[config.mk]
export PLATFORM = sky130hd
export DESIGN_NAME = instruction_fetch_responder
export DESIGN_NICKNAME = d
export VERILOG_FILES = /design/src/rtl/instruction_fetch_responder.sv
export SDC_FILE = /design/constraint.sdc
export NUM_CORES = 1
export LEC_CHECK = 0
export BUFFER_PORTS_ARGS = -buffer_cell sky130_fd_sc_hd__buf_2
export CORE_ASPECT_RATIO = 1.25
export CORE_MARGIN = 5
export CORE_UTILIZATION = 40
export CTS_BUF_LIST = sky130_fd_sc_hd__clkbuf_8
export DETAILED_ROUTE_END_ITERATION = 12
export PLACE_DENSITY_LB_ADDON = 0.3
export SLEW_MARGIN = 20
export SYNTH_ARGS = -nofsm -noshare
export SYNTH_HDL_FRONTEND = slang
export SYNTH_SLANG_ARGS = --single-unit
[constraint.sdc]
create_clock -name clk -period 2.8 [get_ports clk]
set_clock_uncertainty 0.2 [all_clocks]
set_input_delay 0.56 -clock clk [delete_from_list [all_inputs] [get_ports clk]]
set_output_delay 0.56 -clock clk [all_outputs]
set_load 0.005 [all_outputs]
[src/rtl/instruction_fetch_responder.sv]
// instruction_fetch_responder: one-entry instruction buffer that fills itself from backing memory on a miss
module instruction_fetch_responder #(
  parameter int ADDR_WIDTH     = 32,
  parameter int DATA_WIDTH     = 32,
  parameter int TIMEOUT_CYCLES = 255
) (
  input  logic                  clk,
  input  logic                  rst,
  input  logic [ADDR_WIDTH-1:0] instruction_addr,
  input  logic                  instruction_fetch_activate,
  output logic [DATA_WIDTH-1:0] instruction_data,
  output logic                  instruction_fetch_done,
  output logic                  instruction_fetch_fault,
  input  logic                  flush,
  output logic [ADDR_WIDTH-1:0] mem_addr,
  output logic                  mem_req,
  input  logic                  mem_ack,
  input  logic [DATA_WIDTH-1:0] mem_rdata,
  input  logic                  mem_err
);
  typedef enum logic {IDLE, REQ} state_t;
  localparam logic [15:0] LAST = 16'(TIMEOUT_CYCLES - 1);
  state_t state_q, state_d;
  logic entry_valid_q, entry_valid_d, entry_fault_q, entry_fault_d, stale_q, stale_d, hit, fill;
  logic [ADDR_WIDTH-1:0] entry_tag_q, entry_tag_d, mem_addr_q, mem_addr_d;
  logic [DATA_WIDTH-1:0] entry_data_q, entry_data_d;
  logic [15:0] cnt_q, cnt_d;
  always_comb begin
    hit           = entry_valid_q && instruction_fetch_activate && (instruction_addr == entry_tag_q);
    state_d       = state_q;
    entry_valid_d = entry_valid_q;
    entry_tag_d   = entry_tag_q;
    entry_data_d  = entry_data_q;
    entry_fault_d = entry_fault_q;
    stale_d       = stale_q;
    mem_addr_d    = mem_addr_q;
    cnt_d         = cnt_q;
    fill          = 1'b0;
    if (state_q == IDLE) begin
      if (instruction_fetch_activate && !hit && !flush) begin
        if (instruction_addr[1:0] == 2'b00) begin
          mem_addr_d = instruction_addr;
          cnt_d      = '0;
          stale_d    = 1'b0;
          state_d    = REQ;
        end else begin
          entry_valid_d = 1'b1;
          entry_tag_d   = instruction_addr;
          entry_data_d  = '0;
          entry_fault_d = 1'b1;
        end
      end
    end else begin
      fill    = mem_ack || (cnt_q == LAST);
      cnt_d   = fill ? cnt_q : cnt_q + 16'd1;
      state_d = fill ? IDLE : REQ;
      // a read flushed while in flight completes on the bus but never becomes valid
      if (fill && !stale_q) begin
        entry_valid_d = 1'b1;
        entry_tag_d   = mem_addr_q;
        entry_data_d  = (mem_ack && !mem_err) ? mem_rdata : '0;
        entry_fault_d = !mem_ack || mem_err;
      end
    end
    if (flush) begin
      entry_valid_d = 1'b0;
      stale_d       = (state_q == REQ) ? 1'b1 : stale_d;
    end
  end
  always_ff @(posedge clk) begin
    if (rst) begin
      state_q       <= IDLE;
      entry_valid_q <= 1'b0;
      entry_tag_q   <= '0;
      entry_data_q  <= '0;
      entry_fault_q <= 1'b0;
      stale_q       <= 1'b0;
      mem_addr_q    <= '0;
      cnt_q         <= '0;
    end else begin
      state_q       <= state_d;
      entry_valid_q <= entry_valid_d;
      entry_tag_q   <= entry_tag_d;
      entry_data_q  <= entry_data_d;
      entry_fault_q <= entry_fault_d;
      stale_q       <= stale_d;
      mem_addr_q    <= mem_addr_d;
      cnt_q         <= cnt_d;
    end
  end
  assign instruction_data        = entry_data_q;
  assign instruction_fetch_done  = hit && !rst;
  assign instruction_fetch_fault = hit && entry_fault_q && !rst;
  assign mem_req                 = (state_q == REQ) && !rst;
  assign mem_addr                = mem_addr_q;
endmodule
==> results of run 1 <==
report_power, final:
group	internal, mW	switching [mW]
combinational	0.156	0.208
clock	0.791	0.655
sequential	1.70	0.0331
total	2.64	0.896
layout make-up:
type / instances / area, um2 / area share [%]
Sequential cell: 116 / 2330 / 34.0
Clock buffer: 18 / 248 / 3.61
Timing Repair Buffer: 161 / 906 / 13.2
Tap cell: 175 / 219 / 3.19
Inverter: 3 / 11.3 / 0.164
Multi-Input combinational cell: 423 / 3030 / 44.1
Clock inverter: 13 / 120 / 1.75
flip-flops by register name, indices dropped and copies added, names as in the netlist:
register and cells:
entry_fault_q 1, state_q 1, stale_q 1, entry_valid_q 1, instruction_data 32, cnt_q 16
mem_addr 32, entry_tag_q 32
logic make-up (layout without fill, tap and decap cells):
group / count (synthesis) / count (layout)
AO/OA/AOI/OAI: 140 / 140
XOR/XNOR: 44 / 44
adder cells (fa/ha/maj): 2 / 2
buffers and inverters: 62 / 195
flip-flops: 116 / 116
multiplexers: 62 / 62
AND/OR/NAND/NOR: 175 / 175
through the flow:
step	hold slack (ns)	util [%]	area, um2	setup TNS (ns)	worst slack, ns
floorplan	0.240	-	5550	0	0.00880
global placement	0.257	47.1	6450	-6.62	-0.199
detailed placement	0.267	47.1	6450	-7.89	-0.214
CTS	0.189	49.9	6830	-0.439	-0.240
global route	0.190	50.1	6860	-0.550	-0.280
finish	0.215	50.1	6860	-0.260	-0.145
final timing paths:
path                                            from  slack, ns                      end
worst min register to register          mem_addr[24]       0.28             mem_addr[24]
worst min-delay path            instruction_addr[19]       0.21             mem_addr[19]
worst max-delay path                  entry_tag_q[4]      -0.14  instruction_fetch_fault
worst max register to register              cnt_q[0]       0.11           entry_tag_q[6]
timing repair:
item	in CTS	in global routing
resized for setup	2	6
pin swaps	5	3
endpoints found under the hold margin	0	0
setup endpoints to repair	2	3
setup buffers	1	0
cells in the final DEF (no fill, tap or decap), drive strengths merged, types with 8 or more instances in the layout:
cell,n
o211a,32
nor4,9
nand2,73
a21oi,32
nor2,8
clkbuf,18
o211ai,65
mux2i,62
xor2,33
nor3,18
dfxtp,116
buf,161
xnor2,11
nand4,40
critical path: cells and delay by family, from the launching register on:
family / cells / cell delay, ns
AND/OR/NAND/NOR: 4 / 1.13
XOR/XNOR: 1 / 0.18
buffers and inverters: 1 / 0.11
flip-flops: 1 / 0.33
metal layers:
layer	track usage, %	up-vias	routed length [um]
met1	23.6	2427	6710
met5	0	-	0
li1	-	2470	-
met4	5.38	0	199
met2	30.3	151	7310
met3	3.97	15	1000
==> results.md, run 1 <==
* Dominant synthesized flop cell: dfxtp_1
* TritonCTS clock tree: done
* Maxcap violations at 0
* Initial DRT Pass Iterations at 6
* Synth top area cells: dfxtp_1 42%, mux2i_1 11%, o211ai_1 8.8%, o211a_1 5.8%, xor2_1 5.2%
* # hold bufs at CTS at 0
* Data required time of the critical path at 2.04 ns
* Cell taking the most area after synthesis: dfxtp_1
* Ant. Diodes at 0
* Routed Antenna Nets at 0
* Area Overhead vs Synth at 23.5%
* Clk_lat worst skew at 0.42 ns
* RSZ-0062 raised after global routing: true
* Crit path capture type: output pin
* Post-route insts no fill at around 910
* Clk root buf: clkbuf_8
* Post-Syn Instances at 601
* Max Slew Vio Count at 0
* CP cell instances: xor2_1 > nor4_2 > nand2_4 > nor4_4 > and3_1 > buf_2
* DRC viols at 0
* Synth Area in Adders at 0.451%
* Final period utilization at 105%
* Port-buffer cells at 136
* Crit Path Category: flip-flop to output pin
* Clock Path Buffers at 2
* Placed Cells at ~880
* Site row count at 48
* Final wirelength at between 15000 and 20000 um
* Pin count of the biggest net entering global routing at 98
* Initial Utilization at 40.6%
* Fmax at 340 MHz
* Fin worst setup slack at -0.145 ns
* Vias in the first global route at 5002
* Yosys cell types at 39
* Headroom to the max-slew limit at 47.1%
* Drt initial violations at 436
* Die footprint at between 0.015 and 0.02 mm2
* First-pass GRT wire length at 24400 um
* Final net count at between 700 and 800
* Violated checks: negative setup slack
* R2R depth at 9
* Commonest cells post-synth: 116 x dfxtp_1, 73 x nand2_1, 65 x o211ai_1
* #FFs+latches synth at 116
* Slowest stage delay, CP at 0.43 ns
* HP Class: primary input to flip-flop
* Top-Level Pins at 137
* Min-Delay Path Depth at 3
* Number of flops mapped to enable cells by yosys at 0
* Die Ht at 142 um
* Main combinational cell family by area after synthesis: compound AO/OA/AOI/OAI gates
* H-tree levels at 4
* Layout cell share with drive strength beyond 1 at about 28%
* Core area at 0.0137 mm2
* Syn nets at roughly 670
* Clock buffer count from CTS at 17
* Vias after detailed routing at a little over 5k
* Synthesized area per cell at 9.24 um2
* Sink Count at 116
* Crit path launch type: flip-flop
* RD Place Congestion at slightly below 0.8
* Post-synth top area share at between 40% and 50%
* Vias per inst at roughly 5.6
* Compound-Gate Fraction of Synth Area at 19.0%
* Worst EP arrival at 2.18 ns
* DP Wirelength at 10600 um
* Initial antenna violation count at 0
* Drt wl/cell at 16.7 um
* Outcome: finished, violations left
* Leak Pwr at 3.01 nW
* Fin crit period at 2.94 ns
* Worst path slowest cell: nor4_2
* Layout fillers at approximately 1.3k
* Gr ovfl total at 0
* Ys async rst share at 0%
* CTS clk-pin slew, worst paths at roughly 0.070 ns
* Warning count from the yosys run at 0
* Seq/Total Area, Yosys at 41.8%
* Final setup fails at 2
* Most common cell in the netlist: dfxtp_1
* Final Power at 3.54 mW
* Die Wd at 115 um
* Multiplexer share of the synthesized area at 11.2%
* Max VDD drop at 0.239 mV
* PD cells at 516 mW/mm2
* Crit-path max FO at 3
* Final Hold Vio Count at 0
* Measured slew at the worst slew-check pin at 0.790 ns
* XOR/XNOR Fraction of Synth Area at between 6 and 7%
* Simple-Gate Fraction of Synth Area at 16.2%
* Netlist Area Pre-Place at around 0.0056 mm2
* GRT Total Usage at 18.2%
Power figures use the tool's default switching activity.
==> run 2, diff against run 1 <==
--- a/config.mk
+++ b/config.mk
@@ -8,7 +8,7 @@
 export BUFFER_PORTS_ARGS = -buffer_cell sky130_fd_sc_hd__buf_2
 export CORE_ASPECT_RATIO = 1.25
 export CORE_MARGIN = 5
-export CORE_UTILIZATION = 40
+export CORE_UTILIZATION = 50
 export CTS_BUF_LIST = sky130_fd_sc_hd__clkbuf_8
 export DETAILED_ROUTE_END_ITERATION = 12
 export PLACE_DENSITY_LB_ADDON = 0.3
==> results.md, run 2 (same netlist as run 1, synthesis figures left out) <==
* Clock Path Buffers at 2
* Final wirelength at 14700 um
* Register-to-register setup slack at 0.12 ns
* Initial Utilization at 50.6%
* Worst path slowest cell: dfxtp_2
* Fmax at 342 MHz
* Measured slew at the worst slew-check pin at between 0.7 and 0.8 ns
* Die Wd at 104 um
* Site row count at 43
* Ant. Diodes at 0
* Pin count of the biggest net entering global routing at 98
* # hold bufs at CTS at 0
* Crit-path max FO at 4
* Area Overhead vs Synth at 22.3%
* CTS clk-pin slew, worst paths at 0.06 ns
* Drt initial violations at 298
* Crit Path Category: flip-flop to output pin
* Outcome: finished, violations left
* HP Class: primary input to flip-flop
* Slowest stage delay, CP at roughly 0.34 ns
* PD cells at 513 mW/mm2
* TritonCTS clock tree: done
* Layout cell share with drive strength beyond 1 at ~28%
* Die footprint at 0.0133 mm2
* DRC viols at 0
* Clk_lat worst skew at between 0.4 and 0.5 ns
* Worst EP arrival at 2.17 ns
* Vias in the first global route at 4957
* Met2 Usage GRT at 35.7%
* Leading cell type in the layout, fill and taps excluded: buf_2
* Max Slew Vio Count at 0
* GR Layer Usage met1 at a little over a quarter
* Initial antenna violation count at 0
* Port-buffer cells at 136
* Max VDD drop at roughly 0.36 mV
* Final net count at a little under 800
* Headroom to the max-slew limit at 52.8%
* Register Area at 0.00233 mm2
* Top-Level Pins at 137
* H-tree levels at 4
* Layout fillers at 974
* Placed Cells at roughly 840
* Sink Count at around 120
* Commonest cells after routing, fill and taps aside: 136 x buf_2, 113 x dfxtp_1, 72 x nand2_1
* Final setup fails at 2
* DP Wirelength at 9960 um
* RSZ-0062 raised after global routing: true
* Crit path launch type: flip-flop
* Drt wl/cell at 17.0 um
* Final period utilization at 105%
* Fin util at between 60% and 70%
* Final Hold Vio Count at 0
* Data required time of the critical path at roughly 2.0 ns
* Fin Hold WS at 0.211 ns
* Post-route insts no fill at around 870
* Clk root buf: clkbuf_8
* Vias per inst at 5.98
* GR Layer Usage met3 at between 6 and 7%
* Fin worst setup slack at -0.127 ns
* Vias after detailed routing at 5170
* First-pass GRT wire length at 24100 um
* Clock buffer count from CTS at 17
* Post-Place Worst Slack at -0.239 ns
* CP cell instances: xor2_2 > nor4_4 > buf_4 > nand4_1 > nor4_4 > and3_1 > buf_2
* Gr ovfl total at 0
* Final Power at 3.49 mW
* Core area at roughly 0.011 mm2
* Crit path capture type: output pin
* RD Place Congestion at 0.804
* Fin crit period at roughly 2.9 ns
* Routed Antenna Nets at 0
* Footprint of the multi-input gates at 0.00303 mm2
* Leak Pwr at 2.99 nW
* GRT Total Usage at between 20% and 30%
* GRT busiest layer: met2
* Maxcap violations at 0
* Most numerous cell on the critical path: nor4_4
* Die Ht at around 130 um
* Violated checks: negative setup slack
* Initial DRT Pass Iterations at 5
-- run 2: changes by cell type in the layout (fill, tap and decap cells not counted), moves of 2 or more --
| cell | previous run | this run |
|---|---|---|
| buf_4 | 22 | 18 |
| clkbuf_8 | 18 | 21 |
| clkinvlp_4 | 2 | 0 |
| nor4_2 | 4 | 2 |
-- run 2: area by class of cell --
| type | count | area share [%] |
|---|---|---|
| Multi-Input combinational cell | 423 | 44.6 |
| Sequential cell | 116 | 34.3 |
| Timing Repair Buffer | 158 | 13.2 |
| Clock buffer | 21 | 4.26 |
| Tap cell | 135 | 2.49 |
| Clock inverter | 9 | 0.958 |
| Inverter | 3 | 0.166 |
-- run 2: stage by stage --
| stage | instance area (um2) | TNS, ns |
|---|---|---|
| after floorplan | 5550 | 0 |
| after global placement | 6390 | -2.13 |
| after detailed placement | 6390 | -9.46 |
| after CTS | 6780 | -0.386 |
| after global routing | 6790 | -0.491 |
| final | 6790 | -0.207 |
-- run 2: worst max-delay path, delay by kind of cell, from the launching register on --
family,cells,cell delay (ns)
buf+inv,2,0.29
simple gates,4,0.96
flops,1,0.34
xor+xnor,1,0.17
-- run 2: what timing repair did --
action	in CTS	in global routing
endpoints found under the setup margin	2	3
resized for setup	5	3
cloned	0	0
buffers inserted	0	0
pin swaps	2	3
-- run 2: metal layers --
layer  part of all wire, %  up-vias
met5                     0        -
met4                   1.7        0
met3                   7.0       27
met2                    49      209
met1                    42     2466
li1                      -     2468
-- run 2: worst paths after layout --
| path | start | end | cells after the start |
|---|---|---|---|
| worst max register to register | cnt_q[0] | entry_tag_q[3] | 9 |
| worst max-delay path | entry_tag_q[6] | instruction_fetch_fault | 7 |
| worst min-delay path | instruction_addr[4] | mem_addr[4] | 3 |
| worst min register to register | mem_addr[10] | mem_addr[10] | 2 |
-- run 2: where the power goes --
part	leakage [nW]	switching, mW	internal [mW]
logic	1.84	0.211	0.157
clock network	0.202	0.619	0.766
registers	0.943	0.0348	1.70
total	2.99	0.865	2.62
